**src/rtl/vector_mem_mover_pkg.sv**
```systemverilog
// Shared definitions for the vector memory mover and the control unit that drives it.
// Contents: FSM state encoding, vector geometry constants, LOAD/STORE opcode values,
//           and a byte-counter increment helper.
package vector_mem_mover_pkg;

  localparam int VEC_BYTES  = 8;
  localparam int VREG_COUNT = 4;
  localparam int VREG_W     = $clog2(VREG_COUNT);

  // Opcode carried on cmd_store; the control unit uses the same values.
  localparam logic OP_LOAD  = 1'b0;
  localparam logic OP_STORE = 1'b1;

  typedef enum logic [2:0] {
    S_IDLE,
    S_LD_ISSUE,
    S_LD_DRAIN,
    S_LD_WB,
    S_ST_RD,
    S_ST_WR,
    S_DONE
  } state_t;

  // 3-bit byte index; wraps 7 -> 0 so every phase leaves the counter at zero.
  function automatic logic [2:0] next_byte(input logic [2:0] k);
    return k + 3'd1;
  endfunction

endpackage

```
**src/rtl/vector_mem_mover_shifter.sv**
```systemverilog
// vec_byte_shifter: byte-wide shift register holding one vector.
// Ports: clk/rst_n (sync active-low); load + load_vec parallel-load a whole vector;
//        shift moves every byte down one slot, shift_in enters at the top byte;
//        byte_out is the lowest byte, vec_out the whole register.
module vec_byte_shifter
  import vector_mem_mover_pkg::*;
#(
  parameter int NBYTES = VEC_BYTES
) (
  input  logic                  clk,
  input  logic                  rst_n,
  input  logic                  load,
  input  logic [8*NBYTES-1:0]   load_vec,
  input  logic                  shift,
  input  logic [7:0]            shift_in,
  output logic [7:0]            byte_out,
  output logic [8*NBYTES-1:0]   vec_out
);

  logic [8*NBYTES-1:0] data;

  // Shifting toward bit 0 serves both directions: LOAD feeds byte k in at the top so
  // byte 0 ends at [7:0] after NBYTES shifts; STORE emits byte 0 first from [7:0].
  always_ff @(posedge clk) begin
    if (!rst_n) begin
      data <= '0;
    end else if (load) begin
      data <= load_vec;
    end else if (shift) begin
      data <= {shift_in, data[8*NBYTES-1:8]};
    end
  end

  assign byte_out = data[7:0];
  assign vec_out  = data;

endmodule

```
**src/rtl/vector_mem_mover.sv**
```systemverilog
// vector_mem_mover: moves one 64-bit vector between byte-wide memory and a vector
// register. LOAD packs 8 little-endian bytes into a register, STORE unpacks a register.
// Ports: cmd_* request (valid/ready, accepted only in IDLE), busy/done status,
//        mem_* byte memory (addr/rdata/wdata/wren), vr_* register file (dir/value_in/
//        wren/value_out). Clock clk, synchronous active-low rst_n.
module vector_mem_mover
  import vector_mem_mover_pkg::*;
#(
  parameter int ADDR_W     = 16,
  parameter int MEM_RD_LAT = 1,
  parameter int VR_RD_LAT  = 2
) (
  input  logic              clk,
  input  logic              rst_n,
  input  logic              cmd_valid,
  output logic              cmd_ready,
  input  logic              cmd_store,
  input  logic [VREG_W-1:0] cmd_vreg,
  input  logic [ADDR_W-1:0] cmd_addr,
  output logic              busy,
  output logic              done,
  output logic [ADDR_W-1:0] mem_addr,
  input  logic [7:0]        mem_rdata,
  output logic [7:0]        mem_wdata,
  output logic              mem_wren,
  output logic [VREG_W-1:0] vr_dir,
  output logic [63:0]       vr_value_in,
  output logic              vr_wren,
  input  logic [63:0]       vr_value_out
);

  localparam int              RD_CW   = $clog2(VR_RD_LAT + 1);
  localparam logic [RD_CW-1:0] RD_LAST = RD_CW'(VR_RD_LAT - 1);

  state_t                state;
  state_t                state_nxt;

  logic [VREG_W-1:0]     vreg_q;
  logic [ADDR_W-1:0]     addr_q;
  logic [2:0]            byte_cnt;   // issue index (LOAD) / write index (STORE)
  logic [2:0]            cap_cnt;    // index of the next returning read byte
  logic [RD_CW-1:0]      rd_cnt;     // register-file read wait
  logic [MEM_RD_LAT-1:0] vld_pipe;   // tracks in-flight memory reads
  logic [63:0]           packed_q;   // last written vector, held on vr_value_in

  logic                  accept;
  logic                  cap_fire;
  logic                  rd_last;
  logic                  sh_load;
  logic                  sh_shift;
  logic [7:0]            sh_in;
  logic [7:0]            sh_byte;
  logic [63:0]           sh_vec;

  assign accept   = cmd_valid && (state == S_IDLE);
  assign cap_fire = vld_pipe[MEM_RD_LAT-1];
  assign rd_last  = (rd_cnt == RD_LAST);

  // ---------------------------------------------------------------- state register
  always_ff @(posedge clk) begin
    if (!rst_n) begin
      state <= S_IDLE;
    end else begin
      state <= state_nxt;
    end
  end

  // ---------------------------------------------------------------- next state
  always_comb begin
    state_nxt = state;
    case (state)
      S_IDLE: begin
        if (cmd_valid) begin
          state_nxt = (cmd_store == OP_STORE) ? S_ST_RD : S_LD_ISSUE;
        end
      end
      S_LD_ISSUE: begin
        if (byte_cnt == 3'd7) state_nxt = S_LD_DRAIN;
      end
      S_LD_DRAIN: begin
        // The final byte is always in flight here, since reads take at least a cycle.
        if (cap_fire && (cap_cnt == 3'd7)) state_nxt = S_LD_WB;
      end
      S_LD_WB: state_nxt = S_DONE;
      S_ST_RD: begin
        if (rd_last) state_nxt = S_ST_WR;
      end
      S_ST_WR: begin
        if (byte_cnt == 3'd7) state_nxt = S_DONE;
      end
      S_DONE:  state_nxt = S_IDLE;
      default: state_nxt = S_IDLE;
    endcase
  end

  // ---------------------------------------------------------------- outputs
  always_comb begin
    cmd_ready   = 1'b0;
    busy        = 1'b0;
    done        = 1'b0;
    mem_wren    = 1'b0;
    vr_wren     = 1'b0;
    mem_addr    = '0;
    mem_wdata   = '0;
    vr_value_in = packed_q;
    case (state)
      S_IDLE: cmd_ready = 1'b1;
      S_LD_ISSUE: begin
        busy     = 1'b1;
        mem_addr = addr_q + ADDR_W'(byte_cnt);
      end
      S_LD_DRAIN: busy = 1'b1;
      S_LD_WB: begin
        busy        = 1'b1;
        vr_wren     = 1'b1;
        vr_value_in = sh_vec;
      end
      S_ST_RD: busy = 1'b1;
      S_ST_WR: begin
        busy      = 1'b1;
        mem_wren  = 1'b1;
        mem_addr  = addr_q + ADDR_W'(byte_cnt);
        mem_wdata = sh_byte;
      end
      S_DONE: begin
        busy = 1'b1;
        done = 1'b1;
      end
      default: ;
    endcase
  end

  // The register-file select follows the latched vreg and keeps it after completion.
  assign vr_dir = vreg_q;

  // ---------------------------------------------------------------- datapath registers
  always_ff @(posedge clk) begin
    if (!rst_n) begin
      vreg_q   <= '0;
      addr_q   <= '0;
      byte_cnt <= '0;
      cap_cnt  <= '0;
      rd_cnt   <= '0;
      vld_pipe <= '0;
      packed_q <= '0;
    end else begin
      if (accept) begin
        vreg_q   <= cmd_vreg;
        addr_q   <= cmd_addr;
        byte_cnt <= '0;
        cap_cnt  <= '0;
        rd_cnt   <= '0;
      end
      if ((state == S_LD_ISSUE) || (state == S_ST_WR)) begin
        byte_cnt <= next_byte(byte_cnt);
      end
      if (cap_fire) begin
        cap_cnt <= next_byte(cap_cnt);
      end
      if (state == S_ST_RD) begin
        rd_cnt <= rd_cnt + RD_CW'(1);
      end
      if (state == S_LD_WB) begin
        packed_q <= sh_vec;
      end
      // A read issued in cycle c returns MEM_RD_LAT cycles later; the top bit marks
      // the cycle in which mem_rdata carries that byte.
      vld_pipe[0] <= (state == S_LD_ISSUE);
      for (int i = 1; i < MEM_RD_LAT; i++) begin
        vld_pipe[i] <= vld_pipe[i-1];
      end
    end
  end

  // ---------------------------------------------------------------- byte shifter
  assign sh_load  = (state == S_ST_RD) && rd_last;
  assign sh_shift = cap_fire || (state == S_ST_WR);
  assign sh_in    = cap_fire ? mem_rdata : 8'h00;

  vec_byte_shifter #(
    .NBYTES (VEC_BYTES)
  ) u_shifter (
    .clk      (clk),
    .rst_n    (rst_n),
    .load     (sh_load),
    .load_vec (vr_value_out),
    .shift    (sh_shift),
    .shift_in (sh_in),
    .byte_out (sh_byte),
    .vec_out  (sh_vec)
  );

endmodule
```
**config.mk**
```make
export PLATFORM = sky130hd
export DESIGN_NAME = vector_mem_mover
export DESIGN_NICKNAME = d
export VERILOG_FILES = /design/src/rtl/vector_mem_mover_pkg.sv /design/src/rtl/vector_mem_mover_shifter.sv /design/src/rtl/vector_mem_mover.sv
export SDC_FILE = /design/constraint.sdc
export NUM_CORES = 1
export LEC_CHECK = 0
export ABC_AREA = 1
export CORE_MARGIN = 8
export CORE_UTILIZATION = 40
export CTS_CLUSTER_DIAMETER = 120
export DETAILED_ROUTE_END_ITERATION = 10
export PLACE_DENSITY = 0.66
export SLEW_MARGIN = 0
export SYNTH_ARGS = -nofsm -noshare
export SYNTH_HDL_FRONTEND = slang
export SYNTH_HIERARCHICAL = 1
export SYNTH_SLANG_ARGS = --single-unit
```
**constraint.sdc**
```tcl
create_clock -name clk -period 2.7 [get_ports clk]
set_clock_uncertainty 0.2 [all_clocks]
set_input_delay 0.405 -clock clk [delete_from_list [all_inputs] [get_ports clk]]
set_output_delay 0.405 -clock clk [all_outputs]
set_load 0.05 [all_outputs]
```
==> results.json, run 1 <==
{
  "rsz0062_at_grt": "true",
  "cts_tree": "built",
  "cts_root_buffer": "clkbuf_16",
  "place_ws_ps": 279.0,
  "initialDrtViolationCount": 419,
  "max_cap_violations": 0,
  "status": "completed",
  "start_kind": "register",
  "multi_input_area_mm2": 0.003951,
  "dp_hpwl_mm": 16.71,
  "crit_type": "reg2out",
  "ys_seq_area_share_pct": 38.85,
  "rows": 52,
  "drive_gt1_share_pct": 22.84,
  "ant_nets": 0,
  "cp_cell_sequence": "ha_4, nand2_4, nor2_4, nor2_4, nor2_4, nand2_2, nand2_1, nand2_1, nor2_2, buf_12",
  "design.die.area_mm2": 0.02517,
  "hp-class": "reg2reg",
  "endpoint_kind": "output port",
  "numPortBuffers": 188,
  "min_period_ps": 2649,
  "syn-cell-area_mm2": 0.008142,
  "firstDrtPassIters": 5,
  "fmax_mhz": 377.5,
  "synth.net_count": 1294,
  "grt_usage_pct": 19.14,
  "place_area_mm2": 0.01019,
  "fin_crit_sh_pct": 98.12,
  "hold_violations": 0,
  "design_area_mm2": 0.01098,
  "p_per_area_mw_per_mm2": 773.2,
  "grt_pass1_vias": 7483,
  "n_antenna_cell": 0,
  "hold_slack_ps": 268.5,
  "syn_avg_cell_area_um2": 6.836,
  "clockBufferDepth": 2,
  "via_per_inst": 4.689,
  "cp.required_ps": 2100,
  "cp_slowest_cell": "dfxtp_4",
  "crit_fanout": 6,
  "htree_levels": 4,
  "yosysTopAreaCellShare_pct": 38.85,
  "p_total_w": 0.008492,
  "final_cell_mix": "nand2_1 (349), inv_1 (162), dfxtp_1 (150)",
  "postSynthCellCount": 1191,
  "slew_headroom_pct": 66.64,
  "insertion_delay_ps": 430,
  "io_pins": 189,
  "clk_pin_slew_ps": 70,
  "die_h_um": 158.7,
  "yosys.area.top_type": "dfxtp_1",
  "dp.cells": 1600,
  "place_congestion": 0.8496,
  "crit_arrival_ps": 2040,
  "initial_utilization_pct": 40.50,
  "numCtsBuffers": 17,
  "grt_max_degree": 49,
  "vias": 7671,
  "overflow": 0,
  "setup_slack_ps": 50.80,
  "drt-total-wl_mm": 24.32,
  "ir_worst_vdd_v": 0.0004374,
  "ctsHoldBuffers": 0,
  "cts.sinks": 158,
  "drcViolationCount": 0,
  "area_growth_pct": 34.90,
  "leakagePower_nw": 5.442,
  "yosys_warnings": 6,
  "finalSetupViolations": 0,
  "mostFrequentLayoutCell": "nand2_1",
  "fin_cells": 1636,
  "final-seq-area_mm2": 0.003176,
  "die_x_um": 158.7,
  "fillers": 1945,
  "wire_per_inst_um": 14.86,
  "synthDistinctLibCells": 31,
  "antenna_found_initial": 0,
  "grt_first_pass_wirelength_mm": 38.02,
  "synthTopCellsByArea": "dfxtp_1 (39%), nand2_1 (16%), inv_1 (7.6%), o21ai_2 (6.3%), a21oi_1 (5.0%)",
  "coreArea_mm2": 0.02010,
  "tightest_slew_ps": 498.9,
  "cpMostUsedCell": "nor2_4",
  "slowest_delay_ps": 360,
  "finalMaxSlewViolations": 0,
  "fin_nets": 1457,
  "yosys_register_bits": 158
}
==> sequential cells by signal, indices dropped and copies added, names as in the netlist, 2 cells and up <==
register and count:
cap_cnt 3, byte_cnt 3, rd_cnt 2, vr_dir 2, addr_q 16, u_shifter/vec_out 64
state 3, packed_q 64
==> worst max-delay path: cells and delay by family, from the launching register on <==
family,cells,cell delay [ps]
simple gates,8,790
flops,1,360
fa+ha+maj,1,310
buf+inv,1,150
==> Yosys cell counts (all sizes together) <==
library cell,n
a31oi,1
nand2,358
dfxtp,158
nor3,8
inv,187
nor2,124
clkbuf,15
a21oi,82
nand4,1
nand3,33
or2,64
xor2,1
o211ai,1
fa,1
clkinv,1
o21ai,94
buf,54
ha,8
==> layer usage <==
metal  routed length [um]  global-route usage (%)
met5                    0                       0
met4                  314                   5.882
met3                 1545                   3.692
met2                11820                   32.95
met1                10640                   23.64
==> logic make-up (layout without fill, tap and decap cells) <==
group	Yosys count	after routing	share of synthesized area, %
compound gates	178	178	13.71
buf+inv	257	432	14.94
simple gates	588	588	30.92
fa+ha+maj	9	9	1.475
flops	158	158	38.85
xor+xnor	1	1	0.1076
==> repair_timing <==
item,CTS,global route
setup endpoints to repair,12,25
pin swaps,3,9
resized for setup,18,36
buffers inserted,2,3
==> per-stage QoR <==
stage	util, %	TNS (ps)
floorplan	-	0
global placement	50.71	0
finish	54.63	0
detailed placement	50.71	0
global route	54.63	-124.1
CTS	53.95	-0.05884
==> worst paths after layout <==
kind,from,to,slack (ps),cells past startpoint
worst min register to register,cap_cnt[1],cap_cnt[1],270,2
worst max register to register,state[1],u_shifter/vec_out[32],440,10
worst max-delay path,byte_cnt[2],mem_addr[11],50,10
worst min-delay path,cap_cnt[1],cap_cnt[1],270,2
==> power breakdown <==
| part | internal (W) | switching, W | leakage [nW] | total, W |
|---|---|---|---|---|
| sequential | 0.00261 | 0.000241 | 1.28 | 0.00285 |
| combinational | 0.00110 | 0.00216 | 3.89 | 0.00325 |
| clock | 0.00141 | 0.000985 | 0.268 | 0.00239 |
| total | 0.00511 | 0.00338 | 5.44 | 0.00849 |
==> layout make-up <==
type                            instances  share of cell area (%)
Clock buffer                           22                   4.226
Multi-Input combinational cell        776                   35.98
Timing Repair Buffer                  213                   20.26
Inverter                              188                   6.528
Sequential cell                       158                   28.91
Clock inverter                          9                   1.025
Tap cell                              270                   3.076
(Power assumes the default switching activity.)
==> run 2, diff against run 1 <==
--- a/config.mk
+++ b/config.mk
@@ -6,12 +6,12 @@
 export NUM_CORES = 1
 export LEC_CHECK = 0
 export ABC_AREA = 1
+export ABC_CLOCK_PERIOD_IN_PS = 2700
 export CORE_MARGIN = 8
-export CORE_UTILIZATION = 40
+export CORE_UTILIZATION = 51
 export CTS_CLUSTER_DIAMETER = 120
 export DETAILED_ROUTE_END_ITERATION = 10
-export PLACE_DENSITY = 0.66
-export SLEW_MARGIN = 0
+export PLACE_DENSITY = 0.81
 export SYNTH_ARGS = -nofsm -noshare
 export SYNTH_HDL_FRONTEND = slang
 export SYNTH_HIERARCHICAL = 1
==> results.json, run 2 (synthesis gave the netlist of run 1 again) <==
{
  "endpoint_kind": "output port",
  "ir_worst_vdd_v": 0.0004846,
  "hp-class": "reg2reg",
  "finalMaxSlewViolations": 0,
  "tightest_slew_ps": 1140,
  "max_cap_violations": 0,
  "rsz0062_at_grt": "true",
  "reg2reg_slack_ps": 390,
  "finalSetupViolations": 0,
  "hold_violations": 0,
  "initialDrtViolationCount": 631,
  "crit_arrival_ps": 2090,
  "clockBufferDepth": 2,
  "drive_gt1_share_pct": 22.44,
  "cts.sinks": 158,
  "fmax_mhz": 371.4,
  "clk_pin_slew_ps": 60,
  "status": "completed",
  "insertion_delay_ps": 420,
  "via_per_inst": 5.004,
  "dp_hpwl_mm": 15.53,
  "grt_pass1_vias": 7591,
  "drt-total-wl_mm": 23.64,
  "leakagePower_nw": 5.466,
  "vias": 7882,
  "cts_root_buffer": "clkbuf_16",
  "ff2ff_path_depth": 9,
  "cp-endpoint": "mem_addr[13]",
  "overflow": 0,
  "ant_nets": 0,
  "place_congestion": 0.8577,
  "drcViolationCount": 0,
  "grt_usage_pct": 22.33,
  "fin_nets": 1449,
  "htree_levels": 4,
  "slew_headroom_pct": 24.02,
  "design.die.area_mm2": 0.02026,
  "initial_utilization_pct": 51.63,
  "grt_first_pass_wirelength_mm": 36.67,
  "crit_start": "byte_cnt[2]",
  "grt_max_degree": 66,
  "min_period_ps": 2693,
  "die_h_um": 142.4,
  "r2r_end": "u_shifter/vec_out[21]",
  "antenna_found_initial": 0,
  "cp.required_ps": 2100,
  "numCtsBuffers": 17,
  "cts_tree": "built",
  "fin_crit_sh_pct": 99.73,
  "numPortBuffers": 188,
  "area_growth_pct": 33.76,
  "rows": 46,
  "final_cell_mix": "nand2_1 (350), inv_1 (162), dfxtp_1 (150)",
  "p_total_w": 0.008531,
  "tns_ps": 0,
  "p_per_area_mw_per_mm2": 783.4,
  "n_antenna_cell": 0,
  "hold_slack_ps": 263.1,
  "io_pins": 189,
  "firstDrtPassIters": 5,
  "mostFrequentLayoutCell": "nand2_1",
  "r2r-start": "state[0]",
  "crit_fanout": 6,
  "coreArea_mm2": 0.01577,
  "wire_per_inst_um": 15.01,
  "die_x_um": 142.4,
  "crit_type": "reg2out",
  "start_kind": "register"
}
run 2: worst min path at each step:
stage	startpoint	endpoint	slack, ps	cells after the start
2_1_floorplan	rd_cnt[0]	rd_cnt[0]	230	1
3_3_place_gp	rd_cnt[0]	rd_cnt[0]	250	1
3_5_place_dp	rd_cnt[1]	rd_cnt[1]	260	2
4_1_cts	rd_cnt[1]	rd_cnt[1]	260	2
5_1_grt	rd_cnt[1]	rd_cnt[1]	280	2
6_report	rd_cnt[1]	rd_cnt[1]	260	2
run 2: timing repair:
item / CTS / global route
hold buffers: 0 / 0
pin swaps: 5 / 14
buffers inserted: 1 / 2
endpoints found under the hold margin: 0 / 0
endpoints found under the setup margin: 10 / 24
gates resized for setup: 15 / 43
run 2: cell type report:
class	instances	area [um2]
flip-flops and latches	158	3181
clock buffers	23	498.0
clock inverters	9	107.6
well taps	216	270.3
inverters	188	716.9
repair buffers	205	2167
fillers	1319	4880
multi-input cells	776	3950
run 2: worst max-delay path, cell delays in order, from the launching register on:
cell     delay (ps)
dfxtp_4         360
ha_4            280
nand2_1          90
nand2_2          70
nor2_4          160
nor2_4           80
buf_4           130
nand3_1          70
nand2_1         100
nor2_4          180
buf_12          150
run 2: routing by layer:
layer / wire, um / track usage (%)
met5: 0 / 0
met4: 448 / 6.600
met3: 1438 / 5.099
met2: 11700 / 38.56
met1: 10050 / 27.12
run 2: report_power, final:
| part | switching [W] | internal [W] | total (W) |
|---|---|---|---|
| Sequential | 0.000232 | 0.00261 | 0.00284 |
| Combinational | 0.00218 | 0.00106 | 0.00325 |
| Clock | 0.000961 | 0.00148 | 0.00244 |
| Total | 0.00338 | 0.00515 | 0.00853 |
run 2: through the flow:
stage	cells	util [%]	instance area (um2)	setup WS, ps
after floorplan	1191	-	8174	6.362
after global placement	1540	63.87	10070	365.4
after detailed placement	1540	63.87	10070	322.8
after CTS	1573	68.03	10730	-14.49
after global routing	1575	69.06	10890	-76.67
final	1575	69.06	10890	7.232
==> run 3, diff against run 2 <==
--- a/config.mk
+++ b/config.mk
@@ -7,11 +7,13 @@
 export LEC_CHECK = 0
 export ABC_AREA = 1
 export ABC_CLOCK_PERIOD_IN_PS = 2700
+export CORE_ASPECT_RATIO = 1.2
 export CORE_MARGIN = 8
-export CORE_UTILIZATION = 51
+export CORE_UTILIZATION = 50
 export CTS_CLUSTER_DIAMETER = 120
 export DETAILED_ROUTE_END_ITERATION = 10
-export PLACE_DENSITY = 0.81
+export MAX_ROUTING_LAYER = met4
+export PLACE_DENSITY = 0.8
 export SYNTH_ARGS = -nofsm -noshare
 export SYNTH_HDL_FRONTEND = slang
 export SYNTH_HIERARCHICAL = 1
==> results.json, run 3 (synthesis gave the netlist of run 1 again) <==
{
  "antenna_found_initial": 0,
  "min_period_ps": 2705,
  "drcViolationCount": 0,
  "start_kind": "register",
  "firstDrtPassIters": 6,
  "slowest_delay_ps": 450,
  "max_cap_violations": 0,
  "overflow": 0,
  "endpoint_kind": "output port",
  "design_area_mm2": 0.01089,
  "r2r_end": "u_shifter/vec_out[6]",
  "cts_root_buffer": "clkbuf_16",
  "fin_cells": 1580,
  "fmax_mhz": 369.7,
  "die_h_um": 155.8,
  "p_per_area_mw_per_mm2": 784.1,
  "cp_slowest_cell": "dfxtp_1",
  "coreArea_mm2": 0.01608,
  "area_growth_pct": 33.76,
  "die_x_um": 132.5,
  "insertion_delay_ps": 420,
  "hold_depth": 1,
  "final_cell_mix": "nand2_1 (351), inv_1 (163), dfxtp_1 (152)",
  "via_per_inst": 4.937,
  "violations": "setup timing",
  "setup_slack_ps": -5.033,
  "vias": 7801,
  "finalMaxSlewViolations": 0,
  "hp-class": "reg2reg",
  "crit_arrival_ps": 2100,
  "ir_worst_vdd_v": 0.0004757,
  "rows": 51,
  "ff2ff_path_depth": 11,
  "hold_end": "byte_cnt[0]",
  "initial_utilization_pct": 50.63,
  "cp.required_ps": 2100,
  "dp.cells": 1544,
  "drive_gt1_share_pct": 22.59,
  "hold_violations": 0,
  "ant_nets": 0,
  "tns_ps": -5.033,
  "io_pins": 189,
  "fin_crit_sh_pct": 100.2,
  "reg2reg_slack_ps": 420,
  "r2r-start": "state[1]",
  "tightest_slew_ps": 518.4,
  "cts_tree": "built",
  "grt_first_pass_wirelength_mm": 37.01,
  "cts.sinks": 158,
  "initialDrtViolationCount": 492,
  "crit_fanout": 13,
  "finalSetupViolations": 1,
  "n_antenna_cell": 0,
  "place_congestion": 0.9555,
  "clockBufferDepth": 2,
  "mostFrequentLayoutCell": "nand2_1",
  "design.die.area_mm2": 0.02064,
  "crit_type": "reg2out",
  "wire_per_inst_um": 14.51,
  "numCtsBuffers": 17,
  "grt_usage_pct": 22.39,
  "fin_nets": 1458,
  "slew_headroom_pct": 65.33,
  "leakagePower_nw": 5.451,
  "ctsHoldBuffers": 0,
  "rsz0062_at_grt": "true",
  "htree_levels": 4,
  "grt_pass1_vias": 7733,
  "drt-total-wl_mm": 22.92,
  "hold_start": "byte_cnt[0]",
  "clk_pin_slew_ps": 60,
  "grt_max_degree": 51,
  "status": "finished, violations left",
  "numPortBuffers": 188,
  "cp_cell_sequence": "nand2_1, clkinvlp_4, buf_4, o21ai_0, a21oi_1, buf_12",
  "place_area_mm2": 0.01011,
  "dp_hpwl_mm": 16.08
}
## run 3: cell type report
type / count / area [um2]
Sequential cell: 158 / 3171
Inverter: 188 / 714.4
Multi-Input combinational cell: 776 / 3894
Fill cell: 1399 / 5190
Clock inverter: 8 / 127.6
Timing Repair Buffer: 214 / 2217
Tap cell: 212 / 265.3
Clock buffer: 24 / 501.7
## run 3: per-layer routing
metal / vias up / GRT usage, % / share of wire, %
met2: 262 / 38.43 / 51
met4: 0 / 8.017 / 1.9
met3: 36 / 3.834 / 4.5
li1: 3913 / - / -
met5: - / - / 0
met1: 3590 / 25.89 / 43
## run 3: stage by stage
stage / util, % / power, W / hold WS (ps) / worst slack, ps
after floorplan: - / 0.005092 / 232.1 / 6.362
after global placement: 62.89 / 0.005939 / 246.9 / 349.9
after detailed placement: 62.89 / 0.005983 / 252.0 / 299.7
after CTS: 67.12 / 0.008518 / 257.7 / 1.587
after global routing: 67.72 / 0.008978 / 267.5 / -104.3
final: 67.72 / 0.008540 / 252.4 / -5.033
## run 3: worst max-delay path by stage
stage              endpoint         from  cells after the start
4_1_cts         mem_addr[3]    addr_q[2]                      8
3_5_place_dp   mem_addr[14]  byte_cnt[0]                      9
6_report        mem_addr[2]     state[0]                      6
2_1_floorplan  mem_wdata[0]     state[1]                      6
5_1_grt         mem_addr[2]     state[0]                      6
3_3_place_gp   mem_addr[11]  byte_cnt[2]                     10
## run 3: what timing repair did
action,CTS,global route
gates cloned,0,0
setup buffers,1,3
resized for setup,16,28
pin swaps,3,4
setup endpoints to repair,21,68
## run 3: where the power goes
part           internal (W)  switching, W
clock               0.00158      0.000927
combinational       0.00107       0.00214
sequential          0.00260      0.000216
total               0.00526       0.00328
## run 3: critical path, delay by kind of cell, from the launching register on
family,cells,cell delay [ps]
simple gates,1,260
compound gates,2,480
buf+inv,3,500
flops,1,450
